===== src/rtl/fpu_issue_ctrl_if.sv =====
// Request, FPU-drive and writeback signals of the FP issue controller.
// The controller uses the slave view; the decode/FPU/regfile side uses master.
interface fpu_issue_ctrl_if #(
  parameter int RD_W = 5
);
  logic            in_valid;
  logic            out_ready;
  logic [3:0]      in_op;
  logic [1:0]      in_fmt;
  logic            in_addsub_ctrl;
  logic [2:0]      in_ctrl;
  logic [31:0]     in_rs1;
  logic [31:0]     in_rs2;
  logic [RD_W-1:0] in_rd;

  logic [3:0]      out_fpu_op;
  logic [1:0]      out_fpu_fmt;
  logic            out_fpu_addsub;
  logic [2:0]      out_fpu_ctrl;
  logic [31:0]     out_fpu_rs1;
  logic [31:0]     out_fpu_rs2;
  logic            out_fpu_start;
  logic            in_fpu_stall;
  logic [63:0]     in_fpu_data;

  logic            out_wb_valid;
  logic            in_wb_ready;
  logic [63:0]     out_wb_data;
  logic [RD_W-1:0] out_wb_rd;
  logic            out_wb_to_int;
  logic            out_wb_err;

  modport slave (
    input  in_valid, in_op, in_fmt, in_addsub_ctrl, in_ctrl, in_rs1, in_rs2, in_rd,
           in_fpu_stall, in_fpu_data, in_wb_ready,
    output out_ready, out_fpu_op, out_fpu_fmt, out_fpu_addsub, out_fpu_ctrl,
           out_fpu_rs1, out_fpu_rs2, out_fpu_start,
           out_wb_valid, out_wb_data, out_wb_rd, out_wb_to_int, out_wb_err
  );

  modport master (
    output in_valid, in_op, in_fmt, in_addsub_ctrl, in_ctrl, in_rs1, in_rs2, in_rd,
           in_fpu_stall, in_fpu_data, in_wb_ready,
    input  out_ready, out_fpu_op, out_fpu_fmt, out_fpu_addsub, out_fpu_ctrl,
           out_fpu_rs1, out_fpu_rs2, out_fpu_start,
           out_wb_valid, out_wb_data, out_wb_rd, out_wb_to_int, out_wb_err
  );
endinterface


===== src/rtl/fpu_issue_ctrl.sv =====
// FP issue controller: accepts one decoded op, drives the FPU, sequences the
// divider start/stall protocol and holds the result on a writeback port.
module fpu_issue_ctrl #(
  parameter int DIV_TIMEOUT = 64,
  parameter int RD_W        = 5
) (
  input  logic              in_Clk,
  input  logic              in_Rst,
  fpu_issue_ctrl_if.slave   bus
);

  localparam int CNT_W = $clog2(DIV_TIMEOUT + 1);
  localparam logic [3:0] OP_DIV = 4'b0010;

  typedef enum logic [2:0] {IDLE, EXEC, DIV_START, DIV_WAIT, WB} state_e;

  state_e          state_q;
  logic [CNT_W-1:0] cnt_q, cnt_d;
  logic            ready_q;
  logic [3:0]      op_q;
  logic [1:0]      fmt_q;
  logic            addsub_q;
  logic [2:0]      ctrl_q;
  logic [31:0]     rs1_q, rs2_q;
  logic            start_q;
  logic            wb_valid_q;
  logic [63:0]     wb_data_q;
  logic [RD_W-1:0] wb_rd_q;
  logic            wb_to_int_q;
  logic            wb_err_q;

  function automatic logic is_illegal(input logic [3:0] op);
    return (op == 4'b1000) || (op >= 4'b1010);
  endfunction

  function automatic logic is_int_dest(input logic [3:0] op);
    return op inside {4'b0100, 4'b0110, 4'b0111, 4'b1001};
  endfunction

  // Saturating wait counter: holds at DIV_TIMEOUT instead of wrapping.
  // NOTE: combinational blocks use blocking '=' and assign every output up front,
  // so no latch can be inferred; clocked state below uses '<=' only.
  always_comb begin
    cnt_d = cnt_q;
    if (cnt_q != CNT_W'(DIV_TIMEOUT)) cnt_d = cnt_q + 1'b1;
  end

  // NOTE: async reset clears start/valid immediately, so an in-flight op is dropped
  // without a writeback and the divider start pulse cannot outlive the reset.
  always_ff @(posedge in_Clk or posedge in_Rst) begin
    if (in_Rst) begin
      state_q     <= IDLE;
      cnt_q       <= '0;
      ready_q     <= 1'b1;
      op_q        <= '0;
      fmt_q       <= '0;
      addsub_q    <= 1'b0;
      ctrl_q      <= '0;
      rs1_q       <= '0;
      rs2_q       <= '0;
      start_q     <= 1'b0;
      wb_valid_q  <= 1'b0;
      wb_data_q   <= '0;
      wb_rd_q     <= '0;
      wb_to_int_q <= 1'b0;
      wb_err_q    <= 1'b0;
    end else begin
      start_q <= 1'b0;
      case (state_q)
        IDLE: begin
          if (bus.in_valid) begin
            op_q        <= bus.in_op;
            fmt_q       <= bus.in_fmt;
            addsub_q    <= bus.in_addsub_ctrl;
            ctrl_q      <= bus.in_ctrl;
            rs1_q       <= bus.in_rs1;
            rs2_q       <= bus.in_rs2;
            wb_rd_q     <= bus.in_rd;
            wb_to_int_q <= is_int_dest(bus.in_op);
            ready_q     <= 1'b0;
            if (bus.in_op == OP_DIV) begin
              start_q <= 1'b1;
              state_q <= DIV_START;
            end else begin
              state_q <= EXEC;
            end
          end
        end
        EXEC: begin
          wb_data_q  <= is_illegal(op_q) ? 64'd0 : bus.in_fpu_data;
          wb_err_q   <= is_illegal(op_q);
          wb_valid_q <= 1'b1;
          state_q    <= WB;
        end
        DIV_START: begin
          cnt_q   <= '0;
          state_q <= DIV_WAIT;
        end
        DIV_WAIT: begin
          // Stall is not trusted in the first wait cycle while the divider latches start.
          if (cnt_q != '0 && !bus.in_fpu_stall) begin
            wb_data_q  <= bus.in_fpu_data;
            wb_err_q   <= 1'b0;
            wb_valid_q <= 1'b1;
            state_q    <= WB;
          end else if (cnt_q == CNT_W'(DIV_TIMEOUT - 1)) begin
            cnt_q      <= cnt_d;
            wb_data_q  <= 64'd0;
            wb_err_q   <= 1'b1;
            wb_valid_q <= 1'b1;
            state_q    <= WB;
          end else begin
            cnt_q <= cnt_d;
          end
        end
        WB: begin
          if (bus.in_wb_ready) begin
            wb_valid_q <= 1'b0;
            ready_q    <= 1'b1;
            state_q    <= IDLE;
          end
        end
        default: state_q <= IDLE;
      endcase
    end
  end

  assign bus.out_ready      = ready_q;
  assign bus.out_fpu_op     = op_q;
  assign bus.out_fpu_fmt    = fmt_q;
  assign bus.out_fpu_addsub = addsub_q;
  assign bus.out_fpu_ctrl   = ctrl_q;
  assign bus.out_fpu_rs1    = rs1_q;
  assign bus.out_fpu_rs2    = rs2_q;
  assign bus.out_fpu_start  = start_q;
  assign bus.out_wb_valid   = wb_valid_q;
  assign bus.out_wb_data    = wb_data_q;
  assign bus.out_wb_rd      = wb_rd_q;
  assign bus.out_wb_to_int  = wb_to_int_q;
  assign bus.out_wb_err     = wb_err_q;

endmodule

===== src/flat_wrapper.sv =====
// flat-port wrapper written by rule: the top's interface ports become plain ports
module fpu_issue_ctrl_flat 
#(
  parameter int DIV_TIMEOUT = 64,
  parameter int RD_W        = 5
)
  (in_Clk, in_Rst, bus_in_valid, bus_in_op, bus_in_fmt, bus_in_addsub_ctrl, bus_in_ctrl, bus_in_rs1, bus_in_rs2, bus_in_rd, bus_in_fpu_stall, bus_in_fpu_data, bus_in_wb_ready, bus_out_ready, bus_out_fpu_op, bus_out_fpu_fmt, bus_out_fpu_addsub, bus_out_fpu_ctrl, bus_out_fpu_rs1, bus_out_fpu_rs2, bus_out_fpu_start, bus_out_wb_valid, bus_out_wb_data, bus_out_wb_rd, bus_out_wb_to_int, bus_out_wb_err);
  fpu_issue_ctrl_if #(.RD_W(RD_W)) bus_i ();
  input  logic in_Clk;
  input  logic in_Rst;
  input wire logic [$bits(bus_i.in_valid)-1:0] bus_in_valid;
  input wire logic [$bits(bus_i.in_op)-1:0] bus_in_op;
  input wire logic [$bits(bus_i.in_fmt)-1:0] bus_in_fmt;
  input wire logic [$bits(bus_i.in_addsub_ctrl)-1:0] bus_in_addsub_ctrl;
  input wire logic [$bits(bus_i.in_ctrl)-1:0] bus_in_ctrl;
  input wire logic [$bits(bus_i.in_rs1)-1:0] bus_in_rs1;
  input wire logic [$bits(bus_i.in_rs2)-1:0] bus_in_rs2;
  input wire logic [$bits(bus_i.in_rd)-1:0] bus_in_rd;
  input wire logic [$bits(bus_i.in_fpu_stall)-1:0] bus_in_fpu_stall;
  input wire logic [$bits(bus_i.in_fpu_data)-1:0] bus_in_fpu_data;
  input wire logic [$bits(bus_i.in_wb_ready)-1:0] bus_in_wb_ready;
  output wire logic [$bits(bus_i.out_ready)-1:0] bus_out_ready;
  output wire logic [$bits(bus_i.out_fpu_op)-1:0] bus_out_fpu_op;
  output wire logic [$bits(bus_i.out_fpu_fmt)-1:0] bus_out_fpu_fmt;
  output wire logic [$bits(bus_i.out_fpu_addsub)-1:0] bus_out_fpu_addsub;
  output wire logic [$bits(bus_i.out_fpu_ctrl)-1:0] bus_out_fpu_ctrl;
  output wire logic [$bits(bus_i.out_fpu_rs1)-1:0] bus_out_fpu_rs1;
  output wire logic [$bits(bus_i.out_fpu_rs2)-1:0] bus_out_fpu_rs2;
  output wire logic [$bits(bus_i.out_fpu_start)-1:0] bus_out_fpu_start;
  output wire logic [$bits(bus_i.out_wb_valid)-1:0] bus_out_wb_valid;
  output wire logic [$bits(bus_i.out_wb_data)-1:0] bus_out_wb_data;
  output wire logic [$bits(bus_i.out_wb_rd)-1:0] bus_out_wb_rd;
  output wire logic [$bits(bus_i.out_wb_to_int)-1:0] bus_out_wb_to_int;
  output wire logic [$bits(bus_i.out_wb_err)-1:0] bus_out_wb_err;
  assign bus_i.in_valid = bus_in_valid;
  assign bus_i.in_op = bus_in_op;
  assign bus_i.in_fmt = bus_in_fmt;
  assign bus_i.in_addsub_ctrl = bus_in_addsub_ctrl;
  assign bus_i.in_ctrl = bus_in_ctrl;
  assign bus_i.in_rs1 = bus_in_rs1;
  assign bus_i.in_rs2 = bus_in_rs2;
  assign bus_i.in_rd = bus_in_rd;
  assign bus_i.in_fpu_stall = bus_in_fpu_stall;
  assign bus_i.in_fpu_data = bus_in_fpu_data;
  assign bus_i.in_wb_ready = bus_in_wb_ready;
  assign bus_out_ready = bus_i.out_ready;
  assign bus_out_fpu_op = bus_i.out_fpu_op;
  assign bus_out_fpu_fmt = bus_i.out_fpu_fmt;
  assign bus_out_fpu_addsub = bus_i.out_fpu_addsub;
  assign bus_out_fpu_ctrl = bus_i.out_fpu_ctrl;
  assign bus_out_fpu_rs1 = bus_i.out_fpu_rs1;
  assign bus_out_fpu_rs2 = bus_i.out_fpu_rs2;
  assign bus_out_fpu_start = bus_i.out_fpu_start;
  assign bus_out_wb_valid = bus_i.out_wb_valid;
  assign bus_out_wb_data = bus_i.out_wb_data;
  assign bus_out_wb_rd = bus_i.out_wb_rd;
  assign bus_out_wb_to_int = bus_i.out_wb_to_int;
  assign bus_out_wb_err = bus_i.out_wb_err;
  fpu_issue_ctrl #(.DIV_TIMEOUT(DIV_TIMEOUT), .RD_W(RD_W)) u_core (.in_Clk(in_Clk), .in_Rst(in_Rst), .bus(bus_i));
endmodule

===== config.mk =====
export PLATFORM = sky130hd
export DESIGN_NAME = fpu_issue_ctrl_flat
export DESIGN_NICKNAME = d
export VERILOG_FILES = /design/src/rtl/fpu_issue_ctrl_if.sv /design/src/rtl/fpu_issue_ctrl.sv /design/src/flat_wrapper.sv
export SDC_FILE = /design/constraint.sdc
export NUM_CORES = 1
export LEC_CHECK = 0
export BUFFER_PORTS_ARGS = -buffer_cell sky130_fd_sc_hd__buf_4
export CAP_MARGIN = 20
export CORE_MARGIN = 5
export CORE_UTILIZATION = 35
export DETAILED_ROUTE_END_ITERATION = 16
export GPL_TIMING_DRIVEN = 0
export PLACE_DENSITY = 0.6
export SYNTH_ARGS = -nofsm -noshare
export SYNTH_HDL_FRONTEND = slang
export SYNTH_SLANG_ARGS = --single-unit

===== constraint.sdc =====
create_clock -name in_Clk -period 5.3 [get_ports in_Clk]
set_clock_uncertainty 0.2 [all_clocks]
set_input_delay 1.06 -clock in_Clk [delete_from_list [all_inputs] [get_ports in_Clk]]
set_output_delay 1.06 -clock in_Clk [all_outputs]
set_load 0.005 [all_outputs]

==> results by group <==
Run status
  • Status: complete, no violations

Critical path
  • Crit-path slowest cell: or3b_1
  • Startpoint types: input pin
  • Cell Chain, Critical Path: buf_4 > or3b_1 > nor2_2 > buf_4 > mux2_1
  • Worst Path Buf+Inv: 2
  • Max Fanout on Critical Path: 10
  • Critical setup path kind: in -> reg
  • Crit path capture type: flip-flop
  • Most frequent CP cell: buf_4
  • CP max stage delay: 0.40 ns
  • Worst R2R Start: u_core.cnt_q[0]
  • Setup crit start: bus_in_valid
  • Worst path top cell family by delay: simple AND/OR/NAND/NOR gates
  • Data required, critical path: 5.39 ns
  • Worst Path Arrival: ~2.6 ns

Yosys
  • Seq/Total Area, Yosys: 0.586
  • Cells after Synth: 540
  • Simple-gate share of the synthesized area: 0.0306
  • Net count after synthesis: 690
  • Yosys top cell area share: 0.583
  • Synth Area in Adders: 0.00371
  • Post-synth EDFFs: 0
  • Top_reg_cell synth: dfrtp_1
  • Post-Syn Area per Cell: 12.5 µm²
  • Largest family of logic cells by synthesized area: multiplexers
  • Yosys warns: 0
  • Mux cell area share after synthesis: 0.230
  • Yosys top cell by area: dfrtp_1
  • Distinct cell type count after synthesis: 39
  • Top cells by area, synth: dfrtp_1 58%, mux2_1 13%, mux2i_1 9.8%
  • Post-synth ARST share: 1.00
  • #FFs+latches synth: 158
  • Mapped cell area: 6740 µm²
  • XOR/XNOR Fraction of Synth Area: 0
  • Post-synthesis compound-gate area fraction: 0.0796

Floorplan
  • I/O pin cnt: about 300
  • Row Count: 50
  • Die W: 149 µm
  • Initial Util: 0.358
  • Core box area: roughly 19000 µm²
  • Die Ht: 149 µm
  • Die Area: 22100 µm²

CTS
  • Number of hold buffers added after cts: 0
  • TritonCTS clock tree: done
  • Clock-pin slew of the registers on the worst-case setup and hold paths: 0.06 ns
  • Htree depth: 4
  • Root buffer cell: clkbuf_16
  • Post-CTS sizing: 0
  • Postcts setup bufs: 0
  • Clock buffer count from CTS: 17
  • CTS sink cnt: 158
  • CTS max path bufs: 2
  • Clk_lat worst skew: 0.42 ns

Pwr
  • Power density over the cells: 568 nW/µm²
  • Final Total Pwr: about 0.0057 W
  • Worst vdd ir: about 0.24 mV
  • Leakage: around 4.8 nW

STA
  • Setup-failing EPs final: 0
  • Final min period: 2.49 ns
  • RSZ-0062 raised after global routing: false
  • Peak Freq: 402 MHz
  • Fin. Hold Viols: 0
  • Post-route setup TNS: 0 ns
  • Max-slew violation total from the final report: 0
  • Rel. slew slack: 0.662
  • WHS: 0.283 ns
  • Final worst-path cycle share: 0.470
  • Worst-Margin Slew: 0.503 ns

Cells and area
  • Final Non-Filler Cells: roughly 1100
  • Fillers: 1698
  • Most frequent cells in the layout: 304 x buf_4, 157 x dfrtp_1, 79 x mux2_1
  • ANT cells: 0
  • Nets: roughly 1000
  • Layout area overhead: 47.5%
  • Layout cells sized above 1: 0.417
  • Post-Route Utilization: 0.528
  • Leading cell type in the layout, fill and taps excluded: buf_4

Routing
  • WL/cell: 16.8 µm
  • DRT iter0 DRCs: 86
  • Vias/cell: 4.65
  • WL final: 19.0 mm
  • DRC viols: 0
  • Detailed Routing Iterations Pass 1: 4
  • Routed via count: about 5300
  • Post-DRT Antenna Nets: 0

Hold path
  • Min-delay worst type: reg -> reg
  • Min-delay src: u_core.bus.out_fpu_rs2[9]

Placement
  • Placed cells: 1099
  • PortBufs: 295
  • Routability congestion estimate: 0.803
  • Hpwl dp: roughly 15 mm

GRT
  • First-pass GRT wire length: between 20 and 30 mm
  • Global-route usage over all layers: 0.169
  • Grt ovf: 0
  • Initial antenna violation count: 0
  • Largest net degree at the start of global routing: 44
  • Number of global-route vias before repair: 5624

Flow run
  • Max Cap Violations: 0
==> synth_stat cells, drive strengths merged (2+ instances only) <==
cell type and number:
o31a 2, ha 2, a21oi 6, mux2 79, nand2b 3, inv 72
nand3 2, o21ai 71, nand2 8, nor2 9, or3b 4, o211ai 4
nand3b 2, dfrtp 157, nor3 3, clkbuf 2, o21a 2, a22o 4
buf 29, mux2i 66
==> path summary, 6_finish.rpt <==
kind	endpoint	slack [ns]	cells past startpoint
setup / recovery	u_core.bus.out_fpu_rs2[18]	2.81	5
hold / removal	u_core.bus.out_fpu_rs2[9]	0.28	1
setup reg to reg	u_core.bus.out_wb_data[54]	2.90	8
hold reg to reg	u_core.bus.out_fpu_rs2[9]	0.28	1
max in group asynchronous	u_core.bus.out_ready	3.74	4
min in group asynchronous	u_core.bus.out_wb_data[55]	0.36	2
==> metal layers <==
metal  up-vias  GRT usage  part of all wire
met1      2572      0.202              0.39
met3        37     0.0431             0.063
met5         -          0                 0
met2       174      0.287              0.51
li1       2471          -                 -
met4         0     0.0764             0.030
==> state kept, by name (all words and copies together), names as in the netlist, 2 cells and up <==
name	flops
u_core.bus.out_wb_data	64
u_core.bus.out_fpu_rs1	32
u_core.bus.out_fpu_rs2	32
u_core.cnt_q	7
u_core.bus.out_wb_rd	5
u_core.bus.out_fpu_op	4
u_core.bus.out_fpu_ctrl	3
u_core.state_q	3
u_core.bus.out_fpu_fmt	2
==> where the power goes <==
| group | switching, W | internal [W] | total [W] | leakage, nW |
|---|---|---|---|---|
| Sequential | 0.000309 | 0.00176 | 0.00207 | 1.94 |
| Clock | 0.000499 | 0.000689 | 0.00119 | 0.270 |
| Combinational | 0.00106 | 0.00134 | 0.00239 | 2.64 |
| Total | 0.00186 | 0.00379 | 0.00565 | 4.85 |
==> cell type report <==
type / count / area (µm²) / area share
clock buffer: 21 / 470 / 0.0473
buffer: 31 / 200 / 0.0201
timing repair buffer: 299 / 2290 / 0.231
clock inverter: 10 / 106 / 0.0107
inverter: 72 / 274 / 0.0276
tap: 260 / 325 / 0.0327
multi-input combinational: 279 / 2320 / 0.233
sequential: 158 / 3960 / 0.398
==> worst register-to-register path, stage by stage (launching register included) <==
cell and delay, ns:
dfrtp_1 0.39, inv_1 0.09, ha_1 0.18, or3b_1 0.41, o211a_1 0.25, buf_2 0.20, buf_2 0.19, o21ai_0 0.23
mux2i_1 0.12
==> cells by family after synthesis <==
group                      after synthesis
AOI/OAI and AO/OA                       95
adders and majority gates                2
buffers and inverters                  103
DFF                                    158
muxes                                  145
and+or+nand+nor                         37
==> stage by stage <==
step           setup WS [ns]  instance area (µm²)
6_report                2.81                 9940
5_1_grt                 2.71                 9940
4_1_cts                 2.77                 9940
3_5_place_dp            2.33                 9370
3_3_place_gp            1.10                 9290
2_1_floorplan           2.04                 6750
(Power assumes the default switching activity.)
